<file path="config.mk">
export PLATFORM = sky130hd
export DESIGN_NAME = pong_btn_sched
export DESIGN_NICKNAME = d
export VERILOG_FILES = /design/src/rtl/pong_pkg.sv /design/src/rtl/btn_channel.sv /design/src/rtl/pong_btn_sched.sv
export SDC_FILE = /design/constraint.sdc
export NUM_CORES = 1
export LEC_CHECK = 0
export CORE_ASPECT_RATIO = 1.5
export CORE_MARGIN = 2
export CORE_UTILIZATION = 35
export CTS_BUF_LIST = sky130_fd_sc_hd__clkbuf_8
export CTS_CLUSTER_SIZE = 20
export DETAILED_ROUTE_END_ITERATION = 16
export PLACE_DENSITY = 0.47
export SLEW_MARGIN = 10
export SYNTH_ARGS = -nofsm -noshare
export SYNTH_HDL_FRONTEND = slang
export SYNTH_HIERARCHICAL = 1
export SYNTH_SLANG_ARGS = --single-unit
</file>
<file path="constraint.sdc">
create_clock -name clk -period 2.51 [get_ports clk]
set_input_delay 0.3765 -clock clk [delete_from_list [all_inputs] [get_ports clk]]
set_output_delay 0.3765 -clock clk [all_outputs]
set_load 0.02 [all_outputs]
</file>
<file path="src/rtl/pong_pkg.sv">
// Shared definitions for the pong input path: button indices, timing presets,
// channel state encoding and a small index helper.
package pong_pkg;

    localparam int BTN_P1_UP = 0;
    localparam int BTN_P1_DN = 1;
    localparam int BTN_P2_UP = 2;
    localparam int BTN_P2_DN = 3;

    // 100 MHz board: 10 ms debounce, 400 ms initial hold, 100 ms repeat (needs CNT_W >= 26)
    localparam int DB_CYCLES_HW     = 1_000_000;
    localparam int HOLD_CYCLES_HW   = 40_000_000;
    localparam int REPEAT_CYCLES_HW = 10_000_000;

    localparam int DB_CYCLES_SIM     = 4;
    localparam int HOLD_CYCLES_SIM   = 20;
    localparam int REPEAT_CYCLES_SIM = 8;

    typedef enum logic [1:0] {
        CH_RELEASED = 2'd0,
        CH_HOLD     = 2'd1,
        CH_REPEAT   = 2'd2
    } ch_state_t;

    function automatic int unsigned wrap_inc(input int unsigned i, input int unsigned n);
        return (i + 32'd1 >= n) ? 32'd0 : i + 32'd1;
    endfunction

endpackage

</file>
<file path="src/rtl/btn_channel.sv">
// One button: 2-flop synchronizer, debounce, and press/hold/repeat event FSM.
// ev_pulse is combinational so the parent can register it straight into pending.
module btn_channel
    import pong_pkg::*;
#(
    parameter int DB_CYCLES     = 4,
    parameter int HOLD_CYCLES   = 20,
    parameter int REPEAT_CYCLES = 8,
    parameter int CNT_W         = 16
) (
    input  logic clk,
    input  logic rst,
    input  logic raw,
    output logic level,
    output logic ev_pulse,
    output logic ev_rep
);

    localparam int DB_W = $clog2(DB_CYCLES + 1);

    logic [1:0]       sync_reg;
    logic [DB_W-1:0]  db_cnt_reg;
    logic             level_reg;
    ch_state_t        state_reg, state_next;
    logic [CNT_W-1:0] cnt_reg, cnt_next;

    always_ff @(posedge clk or negedge rst) begin
        if (!rst) begin
            sync_reg   <= '0;
            db_cnt_reg <= '0;
            level_reg  <= 1'b0;
            state_reg  <= CH_RELEASED;
            cnt_reg    <= '0;
        end else begin
            sync_reg  <= {sync_reg[0], raw};
            state_reg <= state_next;
            cnt_reg   <= cnt_next;
            // any agreeing sample restarts the stability count
            if (sync_reg[1] == level_reg) begin
                db_cnt_reg <= '0;
            end else if (db_cnt_reg == DB_W'(DB_CYCLES - 1)) begin
                level_reg  <= ~level_reg;
                db_cnt_reg <= '0;
            end else begin
                db_cnt_reg <= db_cnt_reg + 1'b1;
            end
        end
    end

    always_comb begin
        state_next = state_reg;
        cnt_next   = cnt_reg;
        ev_pulse   = 1'b0;
        ev_rep     = 1'b0;
        case (state_reg)
            CH_RELEASED: begin
                if (level_reg) begin
                    ev_pulse   = 1'b1;
                    cnt_next   = '0;
                    state_next = CH_HOLD;
                end
            end
            CH_HOLD: begin
                if (!level_reg) begin
                    cnt_next   = '0;
                    state_next = CH_RELEASED;
                end else if (cnt_reg == CNT_W'(HOLD_CYCLES - 1)) begin
                    ev_pulse   = 1'b1;
                    ev_rep     = 1'b1;
                    cnt_next   = '0;
                    state_next = CH_REPEAT;
                end else begin
                    cnt_next = cnt_reg + 1'b1;
                end
            end
            CH_REPEAT: begin
                if (!level_reg) begin
                    cnt_next   = '0;
                    state_next = CH_RELEASED;
                end else if (cnt_reg == CNT_W'(REPEAT_CYCLES - 1)) begin
                    ev_pulse = 1'b1;
                    ev_rep   = 1'b1;
                    cnt_next = '0;
                end else begin
                    cnt_next = cnt_reg + 1'b1;
                end
            end
            default: begin
                cnt_next   = '0;
                state_next = CH_RELEASED;
            end
        endcase
    end

    assign level = level_reg;

endmodule

</file>
<file path="src/rtl/pong_btn_sched.sv">
// Button front end for pong: per-button channels feed coalescing pending bits,
// which a round-robin arbiter drains into one valid/ready event register.
module pong_btn_sched
    import pong_pkg::*;
#(
    parameter int N_BTN         = 4,
    parameter int DB_CYCLES     = 4,
    parameter int HOLD_CYCLES   = 20,
    parameter int REPEAT_CYCLES = 8,
    parameter int CNT_W         = 16
) (
    input  logic                     clk,
    input  logic                     rst,
    input  logic                     enable,
    input  logic [N_BTN-1:0]         btn_raw,
    output logic [N_BTN-1:0]         btn_level,
    output logic                     ev_valid,
    input  logic                     ev_ready,
    output logic [$clog2(N_BTN)-1:0] ev_id,
    output logic                     ev_repeat
);

    localparam int ID_W = $clog2(N_BTN);

    logic [N_BTN-1:0] ch_pulse, ch_rep;
    logic [N_BTN-1:0] pend_reg, pend_next, prep_reg, prep_next, pend_eff;
    logic [ID_W-1:0]  rr_reg, ev_id_reg, win;
    logic             ev_valid_reg, ev_rep_reg, found, load;
    int               sel_idx;

    generate
        for (genvar gi = 0; gi < N_BTN; gi++) begin : g_ch
            btn_channel #(
                .DB_CYCLES    (DB_CYCLES),
                .HOLD_CYCLES  (HOLD_CYCLES),
                .REPEAT_CYCLES(REPEAT_CYCLES),
                .CNT_W        (CNT_W)
            ) u_ch (
                .clk     (clk),
                .rst     (rst),
                .raw     (btn_raw[gi]),
                .level   (btn_level[gi]),
                .ev_pulse(ch_pulse[gi]),
                .ev_rep  (ch_rep[gi])
            );
        end
    endgenerate

    assign load     = !ev_valid_reg || ev_ready;
    assign pend_eff = enable ? pend_reg : '0;

    // first pending channel at or after the rr pointer
    always_comb begin
        found   = 1'b0;
        win     = '0;
        sel_idx = 0;
        for (int k = 0; k < N_BTN; k++) begin
            sel_idx = int'(rr_reg) + k;
            if (sel_idx >= N_BTN) sel_idx = sel_idx - N_BTN;
            if (!found && pend_eff[sel_idx]) begin
                found = 1'b1;
                win   = ID_W'(sel_idx);
            end
        end
    end

    // consumption is applied before new events so a same-cycle event re-arms the bit
    always_comb begin
        pend_next = pend_reg;
        prep_next = prep_reg;
        if (load && found) pend_next[win] = 1'b0;
        for (int k = 0; k < N_BTN; k++) begin
            if (ch_pulse[k]) begin
                prep_next[k] = pend_next[k] ? (prep_reg[k] & ch_rep[k]) : ch_rep[k];
                pend_next[k] = 1'b1;
            end
        end
        if (!enable) pend_next = '0;
    end

    always_ff @(posedge clk or negedge rst) begin
        if (!rst) begin
            pend_reg     <= '0;
            prep_reg     <= '0;
            rr_reg       <= '0;
            ev_valid_reg <= 1'b0;
            ev_id_reg    <= '0;
            ev_rep_reg   <= 1'b0;
        end else begin
            pend_reg <= pend_next;
            prep_reg <= prep_next;
            if (load) begin
                ev_valid_reg <= found;
                if (found) begin
                    ev_id_reg  <= win;
                    ev_rep_reg <= prep_reg[win];
                    rr_reg     <= ID_W'(wrap_inc(32'(win), N_BTN));
                end
            end
        end
    end

    assign ev_valid  = ev_valid_reg;
    assign ev_id     = ev_id_reg;
    assign ev_repeat = ev_rep_reg;

endmodule

</file>
---- After elaboration in Yosys (flattened, before gate mapping) ----
Cells that the tools add are included.
cells by class
  add/sub/neg operators ................... 16
  order comparisons ....................... 11
  equality and inequality tests ........... 36
  mux-type cells .......................... 120
  bitwise operators ....................... 14
  reductions and logical operators ........ 23
operators with widths
  operator                 number
  $mux W16                 20
  $pmux W16 S3             4
  $lt A32 B4 Y1 const B    4
  $mux W32                 4
  $add A16 B1 Y16 const B  4
  $eq A16 B3 Y1 const B    4
  $eq A16 B5 Y1 const B    4
  $mux W1                  42
  $mux W2                  21
  $mux W3                  8
  $pmux W2 S3              4
  $add A3 B1 Y3 const B    4
  $eq A3 B2 Y1 const B     4
  $ge A3 B3 Y1 const B     4
  $mux W4                  3
  $ne A3 B3 Y1 const B     4
  $pmux W1 S3              4
  $reduce_and A3 Y1        4
  $sub A3 B3 Y4 const B    3
  $bmux W1 S2              5
  $reduce_and A2 Y1        5
  $eq A2 B1 Y1 const B     4
  $eq A2 B2 Y1 const B     4
  $logic_not A2 Y1         4
  other kinds (18)         49
storage, ports and cells
  register bits after elaboration ......... 110
  bits of input ports ..................... 8
  output and inout port bits .............. 8
  word-level logic and storage cells ...... 249

---- Depth between registers and ports, before layout ----
Gate-level depths: netlist (run 1).
  depth in word-level cells ............... 24
  depth in mapped cells ................... 9
  gate-level depth less buffers ........... 9

---- Cells and area by module ----
The synthesis (run 1) kept the hierarchy.
modules (own cells, without submodules)
  module                          instances  cells an instance  area an instance (µm²)  sequential area each (µm²)
  btn_channel (g_ch[0].u_ch ...)  3          142                1452.6                  600.6
  btn_channel (g_ch[1].u_ch)      1          143                1415.1                  600.6
  pong_btn_sched                  1          78                 747.0                   350.3

---- Worst setup path after synthesis (run 1) ----
Ideal clock, no wire load.
  kind .................................... register to register
  from .................................... register g_ch[0].u_ch.cnt_reg[0]
  to ...................................... register g_ch[0].u_ch.cnt_reg[0]
  setup time .............................. 0.149 ns
  arrival time ............................ 2.117 ns
  required time ........................... 2.361 ns
  setup slack ............................. 0.244 ns
  cell stages (with the launch flop) ...... 7
  buffers on the path ..................... 1
  clock period less this slack ............ 2.266 ns
  path through ............................ dfrtp_1 ha_1 or3b_2 o41a_1 a32oi_4 buf_12 mux2i_4
on the way
  longest elaborated chain between the ends .. 4
  elaborated cells on any way between the ends .. 8
  classes of those cells .................. 1 x add/sub; 2 x eq/ne; 5 x mux
RTL lines
  item                                     RTL line                              RTL
  from (decl)                              btn_channel.sv:25                     logic [CNT_W-1:0] cnt_reg, cnt_next;
  from (signal assigned)                   btn_channel.sv:37                     cnt_reg <= cnt_next;
  $add A16 B1 Y16 (tied with other cells)  btn_channel.sv:73, btn_channel.sv:85
  $mux W16 (on tied branches)              btn_channel.sv:80, btn_channel.sv:67
  $mux W16 (on tied branches)              btn_channel.sv:77, btn_channel.sv:64
  $pmux W16 S3 *                           btn_channel.sv:55                     case (state_reg)
Mark *: on every way between the ends. The rest lies on a longest branch, timed or not.
A chain may end at the register's enable or synchronous reset.

---- Worst setup path after layout (run 1) ----
  from .................................... register g_ch[3].u_ch.cnt_reg[1]
  to ...................................... register g_ch[3].u_ch.cnt_reg[15]
on the way
  longest elaborated chain between the ends .. 4
  elaborated cells on any way between the ends .. 8
  classes of those cells .................. 1 x add/sub; 2 x eq/ne; 5 x mux
RTL lines
  item                                     RTL line
  from (decl)                              btn_channel.sv:25
  from (signal assigned)                   btn_channel.sv:37
  $add A16 B1 Y16 (tied with other cells)  btn_channel.sv:73, btn_channel.sv:85
  $mux W16 (on tied branches)              btn_channel.sv:80, btn_channel.sv:67
  $mux W16 (on tied branches)              btn_channel.sv:77, btn_channel.sv:64
  $pmux W16 S3 *                           btn_channel.sv:55
Marks and branches as above.

==> impl_summary.txt, run 1 <==
----------------------------------------------------
[Timing]
  Final hold slack ... 0.3614 ns
  Worst-margin pin slew ... 0.5620 ns
  Time the worst path needs with I/O delays and setup ... 2.359 ns
  Top achievable clock speed ... 0.4240 GHz
  Share of the cycle needed by the critical path after routing ... 0.9397
  Final count of hold timing violations ... 0
  Max transition margin ... 0.6204
  Number of max-slew violations in the final report ... 0
  Final setup fails ... 0
  Setup repair after global routing missed its margin ... no
  Setup Skew ... 0.01305 ns
  Final setup TNS ... 0 ns

[Pwr]
  Clock share of power ... 0.208
  Logic gate share of total power ... 0.398
  PwrDens ... 772.8 nW/µm²
  Reported net switching power ... 2179 µW
  Sequential power share ... 0.394
  Leak pwr ... 0.002946 µW
  Internal power summed over all cells ... 3492 µW
  Sum of internal, switching and leakage power ... 5671 µW
  Largest vdd supply drop ... 0.3111 mV
  Switching share of power ... 0.3842

[Worst hold path]
  Type of the tightest min-delay check ... reg2reg
  Beginning of the worst hold path ... g_ch[3].u_ch/sync_reg[0]
  Number of cells traversed by the worst hold path ... 0

[Route]
  Post-detailed-routing wire length ... 13850 µm
  DR top layer ... met4
  Average via count per standard cell ... 5.325
  Met2 wire length ... 6861 µm
  Total routed wire length on the met1 layer ... 6393 µm
  Met3 wirelength from detailed routing ... 254 µm
  First-pass detailed-route iteration total ... 4
  DRT antenna net count ... 0
  Via Count ... 4979
  DRC violation total after the first TritonRoute iteration ... 230
  Remaining design rule violation count ... 0
  Post-DR wirelength/cell ... 14.81 µm

[Floorplanning]
  Full die area ... 19760 µm²
  Die Wd ... 115.4 µm
  Row count ... 61
  Placeable core region ... 18390 µm²
  Number of top-level design ports ... 16
  Vertical extent of the die ... 171.2 µm
  Initial Utilization ... 0.3545

[Critical path]
  Number of cells on the worst reg-to-reg path ... 6
  Crit start category ... flop
  Data required time at the worst endpoint ... 2.77 ns
  Data arrival, critical path ... 2.62 ns
  R2R Setup Slk ... 0.15 ns
  Worst Path Class, Setup ... reg2reg
  Maximum fanout count along the critical path ... 16
  Launch point of the critical path ... g_ch[3].u_ch/cnt_reg[1]
  Critical Path End Type ... flop
  Reg-to-reg critical path startpoint ... g_ch[3].u_ch/cnt_reg[1]

[Cells and area]
  Synthesis-to-finish area growth ... 12.55%
  Finished Cell Area ... 7338 µm²
  Flip-flop count of the largest register after layout ... 64
  Number of nets in the layout ... 714
  Ant diodes ... 0
  Proportion of layout cells with a drive suffix above 1 ... 0.1654

[Yosys]
  Most used flip-flop cell after synthesis ... dfrtp_1
  Average cell area after synthesis ... 10.08 µm²
  XOR/XNOR share of the synthesized area ... 0.03627
  Area fraction in compound gates after synthesis ... 0.1852
  Main combinational cell family by area after synthesis ... simple AND/OR/NAND/NOR gates
  Fraction of the mapped netlist area in simple logic gates ... 0.2339
  Netlist area before placement ... 6520 µm²
  Total nets after synthesis ... 683
  Synthesized netlist cell count ... 647
  Post-Synth Adder-Cell Area ... 0.05373
  Proportion of synthesized area in mux cells ... 0.02207
  Asr flop ratio synth ... 1.000
  Number of synthesized flops with an enable pin ... 0
  Warnings, synthesis ... 6
  Register area share after synthesis ... 0.4222
  Synthesis-stage register bit count ... 110
  Synth unique cells ... 65

[Clock tree]
  Hold-fix buffer count after cts ... 1
  Resized Gates After CTS ... 0
  Clock root buffer ... clkbuf_8
  Maximum level of the CTS H-tree ... 3
  Number of buffers created by CTS ... 9
  Clock transition at the register clock pins on the worst setup and hold paths after CTS ... 0.11 ns
  Post-CTS Setup Bufs ... 0
  CTS tree ... built
  Number of buffers on the longest clock path ... 2
  Total clock sinks ... 110
  Clk_lat worst skew ... 0.40 ns

[Global route]
  Gr usage total ... 0.1540
  Overflow left after global routing ... 0
  Wire length of the first global-routing pass ... 24430 µm
  Initial antenna violation count ... 0
  Number of global-route vias before repair ... 5041
  Largest net degree at the start of global routing ... 40

[Flow run]
  Maximum Capacitance Violations ... 0

[Placement]
  Cell area after placement ... 7112 µm²
  Final weighted congestion of routability-driven global placement ... 0.7962
  Final HPWL from detailed placement ... 9829 µm
  PortBufs ... 15

[Run status]
  Run status ... complete, no violations

----------------------------------------------------
## routing by layer
metal,up-vias,track usage
met5,-,0
met4,0,0.07229
met3,19,0.02019
met2,43,0.2512
met1,2445,0.2010
li1,2472,-
## cells by family (layout without fill, tap and decap cells)
family                     Yosys count  after routing
AOI/OAI and AO/OA                  152            152
xor gates and xnor gates            27             27
adders and majority gates           28             28
buffers and inverters               63             99
DFF                                110            110
muxes                               10             10
and+or+nand+nor                    257            257
## stage by stage
stage | std cells | util | setup WS, ns
2_1_floorplan | 647 | - | 0.2441
3_3_place_gp | 918 | 0.3866 | 0.1820
3_5_place_dp | 918 | 0.3866 | 0.1186
4_1_cts | 935 | 0.3990 | 0.1664
5_1_grt | 935 | 0.3990 | 0.02896
6_report | 935 | 0.3990 | 0.1513
## cell usage after synthesis (all sizes together) (3+ instances only)
cell type,n,area share
o41ai,4,0.0065
and2,8,0.0077
or3,23,0.023
or3b,3,0.0040
dfrtp,110,0.42
or4,14,0.018
xnor2,15,0.020
a21oi,37,0.042
or4b,3,0.0046
nand3b,6,0.0069
xor2,12,0.016
nand4,32,0.031
and3,11,0.011
and4,4,0.0054
nand2b,6,0.0058
or2,4,0.0038
nor4,16,0.015
nor2,17,0.0098
o2111ai,4,0.0054
o21bai,3,0.0035
nor2b,13,0.012
nor3b,13,0.015
nor3,7,0.0054
and3b,3,0.0040
a32oi,3,0.013
o21a,5,0.0058
nand2,45,0.026
clkbuf,17,0.0098
o22a,3,0.0040
o211ai,7,0.0081
buf,14,0.018
a21boi,5,0.0058
mux2i,5,0.013
mux2,5,0.0086
ha,28,0.054
nor4b,5,0.0067
nand3,23,0.018
inv,32,0.018
o31ai,10,0.012
a22oi,25,0.030
o21ai,34,0.028
o41a,3,0.0052
## layout make-up
cell class / count / area [µm²]
Fill cell: 1828 / 11060
Multi-Input combinational cell: 474 / 3463
Sequential cell: 110 / 2753
Timing Repair Buffer: 51 / 470.5
Tap cell: 252 / 315.3
Clock buffer: 11 / 151.4
Inverter: 32 / 120.1
Clock inverter: 5 / 65.06
## worst max-delay path: stages (launching register included)
cell	delay [ns]
dfrtp_1	0.40
ha_1	0.22
or3b_2	0.50
o41a_1	0.51
a32oi_4	0.28
buf_12	0.20
a22oi_1	0.11
## power by group through the flow
| stage | registers (µW) | logic, µW | clock network, µW |
|---|---|---|---|
| after global routing | 2280 | 2530 | 1320 |
| after global placement | 2270 | 2260 | 0 |
| final | 2240 | 2260 | 1180 |
| after detailed placement | 2280 | 2280 | 0 |
| after floorplan | 2320 | 1530 | 0 |
| after CTS | 2240 | 2290 | 1230 |
## cells in the final DEF, fill, tap and decap left out, drive strengths merged, types with 6 or more instances in the layout
master           n
or4             14
o211ai           7
and3            11
xnor2           15
inv             33
clkdlybuf4s50   14
and2             8
nand3           23
nand4           32
dfrtp          110
a21oi           37
a22oi           25
nor4            16
nor2b           13
clkbuf          11
buf             36
or3             23
nor3             7
nor3b           13
nand2           45
nand2b           6
nand3b           6
o21ai           34
ha              28
xor2            12
nor2            17
o31ai           10
## worst paths after layout
kind                                             to
hold / removal             g_ch[3].u_ch/sync_reg[1]
max in group asynchronous  g_ch[2].u_ch/cnt_reg[15]
hold reg to reg            g_ch[3].u_ch/sync_reg[1]
setup reg to reg           g_ch[3].u_ch/cnt_reg[15]
min in group asynchronous   g_ch[1].u_ch/cnt_reg[6]
setup / recovery           g_ch[3].u_ch/cnt_reg[15]
No activity file was read; power rests on OpenSTA's default activity.
==> run 2, diff against run 1 <==
--- a/config.mk
+++ b/config.mk
@@ -12,6 +12,7 @@
 export CTS_CLUSTER_SIZE = 20
 export DETAILED_ROUTE_END_ITERATION = 16
 export PLACE_DENSITY = 0.47
+export SETUP_SLACK_MARGIN = 0.4
 export SLEW_MARGIN = 10
 export SYNTH_ARGS = -nofsm -noshare
 export SYNTH_HDL_FRONTEND = slang
==> run 2 against run 1 <==
Net effect:
- non-clock buffer count increased by 43
- highest routed layer unchanged
- setup slack improved by 0.23 ns
- worst hold slack improved by 0.0037 ns
- sequential share of layout area decreased by 2.5 points
- die area unchanged
- largest cell class unchanged
- combinational power increased by 14%
- clock skew increased by 0.0016 ns
- via count increased by 4.4%
- clock power increased by 6%
- routed wire length increased by 7.9%
- clock-buffer cell count decreased by 2
==> impl_summary.txt, run 2 (synthesis gave the netlist of run 1 again) <==
----------------------------------------------------
[Run status]
  Run status ... complete, no violations

[Timing]
  Final count of hold timing violations ... 0
  Number of max-slew violations in the final report ... 0
  Top achievable clock speed ... 0.4702 GHz
  Setup Skew ... 0.01465 ns
  Time the worst path needs with I/O delays and setup ... 2.127 ns
  Worst-margin pin slew ... 0.5219 ns
  Share of the cycle needed by the critical path after routing ... 0.8473
  Setup repair after global routing missed its margin ... yes
  Final setup fails ... 0
  Smallest setup slack after layout ... 0.3834 ns
  Max transition margin ... 0.6475
  Final setup TNS ... 0 ns

[Cells and area]
  Ant diodes ... 0
  Proportion of layout cells with a drive suffix above 1 ... 0.2466
  Area used by sequential logic in the layout ... 2756 µm²
  Flip-flop count of the largest register after layout ... 64
  Synthesis-to-finish area growth ... 20.92%
  Count of non-filler cells in the finished layout ... 978
  Number of nets in the layout ... 757
  Number of filler cells placed in the layout ... 1828
  Most common cell after layout, fill and taps aside ... dfrtp_1
  Area taken by multi-input logic gates ... 3588 µm²
  Highest-count cells in the layout ignoring fill and taps ... dfrtp_1 (107), buf_4 (65), nand2_1 (45)

[Global route]
  Gr usage total ... 0.1639
  Wire length of the first global-routing pass ... 26010 µm
  Initial antenna violation count ... 0
  Overflow left after global routing ... 0
  Largest net degree at the start of global routing ... 49
  Number of global-route vias before repair ... 5450

[Critical path]
  Number of cells on the worst reg-to-reg path ... 6
  Data required time at the worst endpoint ... 2.78 ns
  R2R Setup Slk ... 0.38 ns
  Critical Path End Type ... flop
  Maximum fanout count along the critical path ... 7
  Data arrival, critical path ... 2.40 ns
  Worst Path Class, Setup ... reg2reg
  Capturing instance or port of the critical path ... g_ch[0].u_ch/cnt_reg[8]
  Reg-to-reg critical path startpoint ... g_ch[0].u_ch/cnt_reg[10]
  Crit start category ... flop
  Launch point of the critical path ... g_ch[0].u_ch/cnt_reg[10]
  Reg-to-reg endpoint ... g_ch[0].u_ch/cnt_reg[8]

[Route]
  DR top layer ... met4
  DRC violation total after the first TritonRoute iteration ... 199
  First-pass detailed-route iteration total ... 4
  Post-detailed-routing wire length ... 14950 µm
  Post-DR wirelength/cell ... 15.29 µm
  Remaining design rule violation count ... 0
  DRT antenna net count ... 0
  Total routed wire length on the met1 layer ... 6530 µm
  Met3 wirelength from detailed routing ... 251 µm
  Via Count ... 5198
  Average via count per standard cell ... 5.315
  Met2 wire length ... 7876 µm

[Clock tree]
  Clock transition at the register clock pins on the worst setup and hold paths after CTS ... 0.11 ns
  Number of buffers on the longest clock path ... 2
  Maximum level of the CTS H-tree ... 3
  Clk_lat worst skew ... 0.40 ns
  CTS tree ... built
  Clock root buffer ... clkbuf_8
  Number of buffers created by CTS ... 9
  Total clock sinks ... 110

[Floorplanning]
  Number of top-level design ports ... 16
  Vertical extent of the die ... 171.2 µm
  Initial Utilization ... 0.3545
  Row count ... 61
  Die Wd ... 115.4 µm
  Full die area ... 19760 µm²
  Placeable core region ... 18390 µm²

[Pwr]
  PwrDens ... 767.2 nW/µm²
  Largest vdd supply drop ... 0.3794 mV
  Leak pwr ... 0.003206 µW

[Placement]
  Final HPWL from detailed placement ... 10330 µm
  Final weighted congestion of routability-driven global placement ... 0.8116
  PortBufs ... 15
  Total instance count after detailed placement ... 931
  Setup WS pre-CTS ... 0.1382 ns

[Worst hold path]
  Type of the tightest min-delay check ... reg2reg

[Flow run]
  Maximum Capacitance Violations ... 0

----------------------------------------------------
## run 2: cell count changes in the layout (fill, tap and decap cells not counted), moves of 6 or more
cell / previous run / this run
buf_4: 32 / 65
a22oi_1: 23 / 11
a22oi_2: 2 / 14
buf_6: 0 / 6
## run 2: worst min path at each step
stage	to	depth (start not counted)	from
floorplan	ev_id[0]	0	rst
global placement	g_ch[1].u_ch/cnt_reg[5]	1	rst
detailed placement	g_ch[0].u_ch/sync_reg[1]	0	g_ch[0].u_ch/sync_reg[0]
CTS	g_ch[1].u_ch/sync_reg[1]	0	g_ch[1].u_ch/sync_reg[0]
global route	g_ch[1].u_ch/sync_reg[1]	0	g_ch[1].u_ch/sync_reg[0]
finish	g_ch[0].u_ch/sync_reg[1]	0	g_ch[0].u_ch/sync_reg[0]
## run 2: layout make-up
cell class / instances / share of cell area
clock inverters: 7 / 0.01317
flip-flops and latches: 110 / 0.3496
multi-input cells: 474 / 0.4552
well taps: 252 / 0.03999
repair buffers: 94 / 0.1111
inverters: 32 / 0.01524
clock buffers: 9 / 0.01571
## run 2: power by group
group / internal (µW) / switching [µW]
Clock: 577 / 668
Sequential: 2030 / 203
Combinational: 1130 / 1440
Total: 3740 / 2310
## run 2: worst max-delay path: stages (launching register included)
cell and delay [ns]:
dfrtp_1 0.41, or4b_4 0.52, o41a_1 0.50, a32oi_4 0.23, buf_6 0.14, buf_12 0.11
a22oi_1 0.08
## run 2: through the flow
step / power (µW) / hold slack [ns] / area (µm²) / util
after floorplan: 3849 / 0.08091 / 6524 / -
after global placement: 4540 / 0.3354 / 7197 / 0.3913
after detailed placement: 4587 / 0.3355 / 7197 / 0.3913
after CTS: 6084 / 0.3721 / 7771 / 0.4225
after global routing: 6489 / 0.3754 / 7884 / 0.4286
final: 6048 / 0.3651 / 7884 / 0.4286
## run 2: metal layers
layer  up-vias  global-route usage
met3        18             0.02196
met1      2583              0.1978
met4         0             0.07124
met5         -                   0
li1       2553                   -
met2        44              0.2878
## run 2: repair_timing
action | CTS | global route
resized for setup | 31 | 10
endpoints found under the hold margin | 29 | 0
pin swaps | 24 | 23
endpoints found under the setup margin | 52 | 67
buffers inserted | 20 | 7
hold buffers | 1 | 0
cloned | 3 | 0
